[src/rtl/led_band_fc_chain_writer.sv]
// Function-control writer for a daisy chain of LED drivers. An SPI frame loads the chain
// configuration. The configuration is shifted out on SOUT between the FCWRTEN and WRTFC latch sequences.
module led_band_fc_chain_writer #(
    parameter int                  FC_WIDTH      = 48,
    parameter int                  N_DRIVERS     = 4,
    parameter logic [FC_WIDTH-1:0] DEFAULT_FC    = 48'h5c0201008048,
    parameter int                  FCWRTEN_SCLKS = 15,
    parameter int                  WRTFC_SCLKS   = 5
) (
    input  logic clk,
    input  logic rst,
    input  logic SCLK,
    input  logic LAT,
    output logic SOUT,
    output logic en,
    input  logic spi_clk,
    input  logic spi_data,
    input  logic spi_cs,
    input  logic err_clr,
    output logic seq_err,
    output logic spi_err,
    output logic cfg_valid
);
    localparam int TOTAL = N_DRIVERS * FC_WIDTH;
    localparam int SCW   = $clog2(TOTAL + 2);
    localparam int BCW   = $clog2(TOTAL + 1);
    localparam logic [SCW-1:0] SPI_FULL = SCW'(TOTAL);
    localparam logic [SCW-1:0] SPI_SAT  = SCW'(TOTAL + 1);
    localparam logic [BCW-1:0] BIT_LOAD = BCW'(TOTAL);
    localparam logic [4:0]     FCW_CNT  = 5'(FCWRTEN_SCLKS);
    localparam logic [4:0]     WRT_CNT  = 5'(WRTFC_SCLKS);

    typedef enum logic [1:0] {S_IDLE, S_SHIFT, S_DONE} state_t;

    logic [TOTAL-1:0] w_default;
    generate
        for (genvar gi = 0; gi < N_DRIVERS; gi++) begin : g_default
            assign w_default[gi*FC_WIDTH +: FC_WIDTH] = DEFAULT_FC;
        end
    endgenerate

    // Input sample stage plus previous-sample stage. An edge pulse is therefore seen one cycle after the input changes.
    logic r_sclk_s, r_sclk_p, r_lat_s;
    logic r_spi_clk_s, r_spi_clk_p, r_spi_cs_s, r_spi_cs_p, r_spi_data_s;

    always_ff @(posedge clk) begin
        if (rst) begin
            r_sclk_s     <= 1'b0;
            r_sclk_p     <= 1'b0;
            r_lat_s      <= 1'b0;
            r_spi_clk_s  <= 1'b0;
            r_spi_clk_p  <= 1'b0;
            r_spi_cs_s   <= 1'b0;
            r_spi_cs_p   <= 1'b0;
            r_spi_data_s <= 1'b0;
        end else begin
            r_sclk_s     <= SCLK;
            r_sclk_p     <= r_sclk_s;
            r_lat_s      <= LAT;
            r_spi_clk_s  <= spi_clk;
            r_spi_clk_p  <= r_spi_clk_s;
            r_spi_cs_s   <= spi_cs;
            r_spi_cs_p   <= r_spi_cs_s;
            r_spi_data_s <= spi_data;
        end
    end

    logic w_sclk_rise, w_sclk_fall, w_spi_clk_rise, w_cs_rise, w_cs_fall;
    assign w_sclk_rise    = r_sclk_s & ~r_sclk_p;
    assign w_sclk_fall    = ~r_sclk_s & r_sclk_p;
    assign w_spi_clk_rise = r_spi_clk_s & ~r_spi_clk_p;
    assign w_cs_rise      = r_spi_cs_s & ~r_spi_cs_p;
    assign w_cs_fall      = ~r_spi_cs_s & r_spi_cs_p;

    logic [4:0] r_lat_cnt;
    always_ff @(posedge clk) begin
        if (rst || !r_lat_s)
            r_lat_cnt <= 5'd0;
        else if (w_sclk_rise && r_lat_cnt != 5'd31)
            r_lat_cnt <= r_lat_cnt + 5'd1;
    end

    logic w_fcwrten, w_wrtfc;
    assign w_fcwrten = ~r_lat_s & (r_lat_cnt == FCW_CNT);
    assign w_wrtfc   = ~r_lat_s & (r_lat_cnt == WRT_CNT);

    logic [TOTAL-1:0] r_stage, r_active;
    logic [SCW-1:0]   r_spi_cnt;
    logic             r_cfg_valid;
    logic             w_spi_commit, w_spi_bad;
    assign w_spi_commit = w_cs_fall & (r_spi_cnt == SPI_FULL);
    assign w_spi_bad    = w_cs_fall & (r_spi_cnt != SPI_FULL);

    always_ff @(posedge clk) begin
        if (rst) begin
            r_stage     <= '0;
            r_active    <= w_default;
            r_spi_cnt   <= '0;
            r_cfg_valid <= 1'b0;
        end else begin
            r_cfg_valid <= w_spi_commit;
            if (w_cs_rise) begin
                r_spi_cnt <= '0;
            end else if (w_spi_clk_rise && r_spi_cs_s) begin
                r_stage <= {r_stage[TOTAL-2:0], r_spi_data_s};
                if (r_spi_cnt != SPI_SAT)
                    r_spi_cnt <= r_spi_cnt + 1'b1;
            end
            if (w_spi_commit)
                r_active <= r_stage;
        end
    end

    state_t           r_state, w_state_next;
    logic [TOTAL-1:0] r_shift;
    logic [BCW-1:0]   r_bit_cnt;
    logic             w_load, w_shift, w_seq_set;

    always_ff @(posedge clk) begin
        if (rst) r_state <= S_IDLE;
        else     r_state <= w_state_next;
    end

    always_comb begin
        w_state_next = r_state;
        w_load       = 1'b0;
        w_shift      = 1'b0;
        w_seq_set    = 1'b0;
        case (r_state)
            S_IDLE: begin
                if (w_fcwrten) begin
                    w_state_next = S_SHIFT;
                    w_load       = 1'b1;
                end
            end
            S_SHIFT: begin
                if (w_fcwrten) begin
                    w_load    = 1'b1;
                    w_seq_set = 1'b1;
                end else if (w_wrtfc) begin
                    w_state_next = S_IDLE;
                    w_seq_set    = 1'b1;
                end else if (w_sclk_fall) begin
                    w_shift = 1'b1;
                    if (r_bit_cnt == BCW'(1))
                        w_state_next = S_DONE;
                end
            end
            S_DONE: begin
                if (w_fcwrten) begin
                    w_state_next = S_SHIFT;
                    w_load       = 1'b1;
                end else if (w_wrtfc) begin
                    w_state_next = S_IDLE;
                end
            end
            default: w_state_next = S_IDLE;
        endcase
    end

    // The write runs from a snapshot, so SPI commits mid-write only affect the next write.
    always_ff @(posedge clk) begin
        if (rst) begin
            r_shift   <= '0;
            r_bit_cnt <= '0;
        end else if (w_load) begin
            r_shift   <= r_active;
            r_bit_cnt <= BIT_LOAD;
        end else if (w_shift) begin
            r_shift   <= {r_shift[TOTAL-2:0], 1'b0};
            r_bit_cnt <= r_bit_cnt - 1'b1;
        end
    end

    logic r_seq_err, r_spi_err;
    always_ff @(posedge clk) begin
        if (rst) begin
            r_seq_err <= 1'b0;
            r_spi_err <= 1'b0;
        end else begin
            if (w_seq_set)    r_seq_err <= 1'b1;
            else if (err_clr) r_seq_err <= 1'b0;
            if (w_spi_bad)    r_spi_err <= 1'b1;
            else if (err_clr) r_spi_err <= 1'b0;
        end
    end

    assign SOUT      = (r_state == S_SHIFT) & r_shift[TOTAL-1];
    assign en        = (r_state == S_IDLE);
    assign seq_err   = r_seq_err;
    assign spi_err   = r_spi_err;
    assign cfg_valid = r_cfg_valid;
endmodule

[config.mk]
export PLATFORM = sky130hd
export DESIGN_NAME = led_band_fc_chain_writer
export DESIGN_NICKNAME = d
export VERILOG_FILES = /design/src/rtl/led_band_fc_chain_writer.sv
export SDC_FILE = /design/constraint.sdc
export NUM_CORES = 1
export LEC_CHECK = 0
export CORE_ASPECT_RATIO = 1.75
export CORE_MARGIN = 2
export CORE_UTILIZATION = 55
export DETAILED_ROUTE_END_ITERATION = 10
export MAX_ROUTING_LAYER = met4
export PLACE_DENSITY_LB_ADDON = 0.3
export SLEW_MARGIN = 20
export SYNTH_ARGS = -nofsm -noshare
export SYNTH_HDL_FRONTEND = slang
export SYNTH_SLANG_ARGS = --single-unit
[constraint.sdc]
create_clock -name clk -period 2 [get_ports clk]
set_input_delay 0.2 -clock clk [delete_from_list [all_inputs] [get_ports clk]]
set_output_delay 0.2 -clock clk [all_outputs]
set_load 0.005 [all_outputs]
# Yosys cells after proc, flatten, opt, wreduce, memory -nomap -nowiden
# Cells that the tools add are included.
# word_totals
register_bits	610
output_inout_bits	5
# op_classes
eq_ne	14
n_addsub	3
reduce_logical	14
n_bitwise	17
muxes	24
# op_table
operator	n
$mux W192	2
$mux W8	2
$ne A8 B8 Y1 const B	2
$mux W2	7
$mux W1	12
$and A1 B1 Y1	10
$ne A3 B3 Y1 const B	3
$add A8 B1 Y8 const B	1
$eq A8 B1 Y1 const B	1
$eq A8 B8 Y1 const B	1
$sub A8 B1 Y8 const B	1
$not A1 Y1	7
$pmux W2 S3	1
$reduce_bool A2 Y1	3
$add A5 B1 Y5 const B	1
$eq A5 B3 Y1 const B	1
$eq A5 B4 Y1 const B	1
$ne A5 B5 Y1 const B	1
$reduce_and A5 Y1	1
$reduce_and A2 Y1	2
$reduce_or A2 Y1	2
$reduce_or A3 Y1	1
$eq A2 B1 Y1 const B	1
$eq A2 B2 Y1 const B	1
6 further kinds	7

# Logic depth before layout (Yosys ltp)
# Gate-level depths: netlist of the first run.
# logic_depth
ltp_word	8
depth_mapped	11
depth_no_buf	7

# Worst setup path before layout of the first run
# Ideal clock, no wire load.
# synth_timing
path_kind	register to register
from	reg r_lat_cnt[0]
to	reg r_shift[168]
path_buffers	4
path_stages_with_launch	12
slack_ns	-0.061
required_ns	1.921
arrival_time_ns	1.982
path_cell_list	dfxtp_1 ha_1 and3_1 ha_1 nand2b_1 buf_4 a21o_1 buf_2 buf_4 clkbuf_1 nor2_1 a211oi_2
# synth_via
elab_chain_len	6
word_cells_on_any_way	11
# synth_lines
element	line	source
start: declaration	75	logic [4:0] r_lat_cnt;
start signal: assignment	80	r_lat_cnt <= r_lat_cnt + 5'd1;
$eq A5 B3 Y1	85	assign w_wrtfc = ~r_lat_s & (r_lat_cnt == WRT_CNT);
$and A1 B1 Y1	85	
$mux W1	140	end else if (w_wrtfc) begin
$mux W1	137	if (w_fcwrten) begin
$mux W1	129	case (r_state)
$reduce_bool A2 Y1 (no line)	n/a	
end signal: assignment	167	r_shift <= r_active;
end signal: assignment	170	r_shift <= {r_shift[TOTAL-2:0], 1'b0};
end: declaration	115	logic [TOTAL-1:0] r_shift;
# Parallel ways exist; a longest one is shown, timed or not.
# A chain may end at the register's enable or synchronous reset.

# Final worst setup path of the first run
# layout_timing
from	reg r_lat_cnt[1]
to	reg r_shift[28]
# Same word-level chain as after synthesis.

==> flow_metrics.tcl, run 1 <==
set metrics [dict create \
    status "finished, violations left" \
    violations "negative setup slack" \
    antennaDiodeCount 0 \
    clock-sinks 610 \
    seq_area_frac_synth 0.5295 \
    grt_use_total 0.2593 \
    num_vias 20170 \
    layoutNonFillerInstCount 3500 \
    finalWorstSetupSlack_ps -80.73 \
    p_comb_frac 0.014 \
    clockBufferDepth 3 \
    synth_edf_count 0 \
    rsz0062_at_grt "yes" \
    switching_power_w 0.004846 \
    cts_hold_buf 0 \
    die_x_um 158.8 \
    drc 0 \
    ff2ff_setup_slack_ps -80 \
    die_y_um 274.9 \
    synth_area_leader_cell "dfxtp_1" \
    clk_pin_slew_ps 70 \
    seq_power_share 0.524 \
    dp.cells 3361 \
    sw_frac_of_total 0.2089 \
    cts-root-buf "clkbuf_16" \
    hold_class "input pin to flop" \
    worstHoldStart "rst" \
    reg2reg_from "r_lat_cnt[1]" \
    p_per_area_nw_per_um2 826.1 \
    internal_power_w 0.01835 \
    core_area_um2 41500 \
    dp_slack_ps -232.9 \
    antenna_left 0 \
    period_minus_slack_ps 2081 \
    cp_max_fo 16 \
    critical_path.endpoint_type "flop" \
    syn_to_final_growth_pct 21.73 \
    finalSetupViolCount 156 \
    hold_slack_ps 115.7 \
    yosys_register_bits 610 \
    hold_viol 0 \
    tightest_slew_ps 791.0 \
    cp.required_ps 2480 \
    hold_end "r_spi_data_s" \
    arrival_ps 2560 \
    crit_path_start "r_lat_cnt[1]" \
    synth.area.top_cells "dfxtp_1 (53%), nand2_1 (16%), a21oi_1 (12%), a211oi_1 (5.4%), nor2_1 (3.5%)" \
    antenna_found_initial 0 \
    min_path_cells 3 \
    io_pins 13 \
    relSlewSlack 0.4727 \
    maxSlewViolCount 0 \
    async_flop_share 0 \
    syn_area_per_cell_um2 7.934 \
    dieArea_um2 43650 \
    drv_cap 0 \
    reg2reg_depth 10 \
    yosysUniqueCellTypes 49 \
    first_pass_iters 5 \
    overflow 0 \
    netlist_area_um2 23060 \
    htreeDepth 2 \
    cts_made_buffers 51 \
    synth_nets 2924 \
    drtIter0Drc 1442 \
    grt_start_max_net_pins 168 \
    initial_core_util 0.5558 \
    fp-row-count 99 \
    wirelength_um 59580 \
    peakVddDrop_uv 875.2 \
    port_buffers 12 \
    worstReg2RegEnd "r_shift[28]" \
    grt_pass1_vias 19380 \
    startpoint_type "flop" \
    wl_per_cell_um 17.02 \
    yosys_warnings 0 \
    synth_top_area_share 0.5295 \
    fmax_mhz 480.6 \
    dp_hpwl_um 31850 \
    nets 2922 \
    power.leakage_nw 9.575 \
    period_share 1.040 \
    gp_congestion 0.7821 \
    finClkSkew_ps 29.10 \
    synthCells 2907 \
    path_class "flop to flop" \
    setup-tns-final_ps -4942 \
    cts_tree "yes" \
    synth_ff_type "dfxtp_1" \
    final_layout_size_suffix_gt1_frac 0.1640 \
    final_core_util 0.6766 \
    clk_latency_ps 590 \
    grt_pass1_wl_um 92810 \
    p_clk_frac 0.462 \
    post_drt_via_cell_ratio 5.764 \
]
[routing by layer]
metal	track usage	up-vias	wire (µm)
met3	0.02503	159	2721
met1	0.2991	9792	23840
li1	-	9662	-
met5	-	-	0
met2	0.4664	561	31040
met4	0.09971	0	1986
[cell type report]
cell class,instances,area [µm²]
multi-input combinational,2048,10550
sequential,610,12220
tap,555,694.4
clock inverter,24,350.3
fill,3178,13420
timing repair buffer,184,2785
inverter,10,37.54
clock buffer,69,1445
[registers in the layout (all words and copies together), names as in the netlist]
name and flops:
r_spi_cs_p 1, r_active 192, r_bit_cnt 8, r_spi_data_s 1
r_lat_cnt 5, cfg_valid 1, r_sclk_p 1, r_sclk_s 1
r_spi_clk_p 1, r_shift 192, r_spi_cnt 8, r_spi_cs_s 1
spi_err 1, r_stage 192, r_lat_s 1, seq_err 1
r_spi_clk_s 1, r_state 2
[what timing repair did]
action                                  CTS  global route
gates resized for setup                 119           145
endpoints found under the setup margin  252           199
gates cloned                             11            14
setup buffers                            16             7
pin swaps                               106            28
[worst max-delay path, cell delays in order (launching register included)]
cell and delay [ps]:
dfxtp_2 340, ha_4 160, and3_4 180, ha_4 160, nand2b_4 80, buf_4 140
o211a_4 230, buf_12 180, buf_12 160, a21oi_1 90, a211oi_1 240
[stage by stage]
| stage | power (W) | cell area (µm²) |
|---|---|---|
| global placement | 0.01274 | 24400 |
| CTS | 0.02329 | 27130 |
| global route | 0.02376 | 28080 |
| detailed placement | 0.01275 | 24400 |
| finish | 0.02319 | 28080 |
| floorplan | 0.01264 | 23070 |
[Yosys cell counts, drive strengths merged (2+ instances only)]
library cell,number
or4b,2
nand3b,2
o21ai,8
a21oi,546
dfxtp,610
or3,5
clkbuf,149
nand4,3
nand3,39
o2111ai,4
nor2b,10
nor3,10
inv,10
xor2,6
xnor2,6
buf,90
nand2,963
nor4,3
nand2b,4
ha,9
and2,2
a211oi,191
and3,2
nor2,215
[placed cells by master, fill, tap and decap left out, drive strengths merged, types with 4 or more instances in the layout]
master,instances
nor2,215
ha,9
clkbuf,81
o2111ai,4
clkinv,11
bufinv,8
clkdlybuf4s50,10
dfxtp,610
xnor2,6
or3,5
xor2,6
nand2,963
o21ai,8
a211oi,191
nor2b,10
a21oi,546
nand2b,4
inv,12
nand3,39
nor3,10
buf,161
[how the worst max path moves through the flow]
stage                   endpoint  cells after the start
finish               r_shift[28]                     10
global route        r_shift[164]                     11
CTS                 r_shift[167]                     12
detailed placement   r_shift[38]                     10
global placement    r_shift[146]                     10
floorplan           r_shift[116]                     11
[logic make-up (layout without fill, tap and decap cells)]
| group | count (synthesis) | count (layout) | synth area share |
|---|---|---|---|
| muxes | 1 | 1 | 0.0004340 |
| buffers and inverters | 249 | 287 | 0.05170 |
| adders and majority gates | 9 | 9 | 0.004883 |
| and+or+nand+nor | 1270 | 1270 | 0.2159 |
| DFF | 610 | 610 | 0.5295 |
| AOI/OAI and AO/OA | 756 | 756 | 0.1931 |
| xor gates and xnor gates | 12 | 12 | 0.004557 |
[power groups by stage]
| stage | registers [W] | logic [W] | clock network (W) |
|---|---|---|---|
| finish | 0.0122 | 0.000327 | 0.0107 |
| detailed placement | 0.0124 | 0.000310 | 0 |
| CTS | 0.0122 | 0.000315 | 0.0108 |
| global placement | 0.0124 | 0.000306 | 0 |
| floorplan | 0.0124 | 0.000205 | 0 |
| global route | 0.0122 | 0.000347 | 0.0113 |
(Power assumes the default switching activity.)
==> inputs of run 2 (changes only) <==
--- a/config.mk
+++ b/config.mk
@@ -5,6 +5,7 @@
 export SDC_FILE = /design/constraint.sdc
 export NUM_CORES = 1
 export LEC_CHECK = 0
+export ABC_AREA = 0
 export CORE_ASPECT_RATIO = 1.75
 export CORE_MARGIN = 2
 export CORE_UTILIZATION = 55
==> results of run 2 <==
Same layout as run 1: the final DEF is identical, and so are final timing and power.
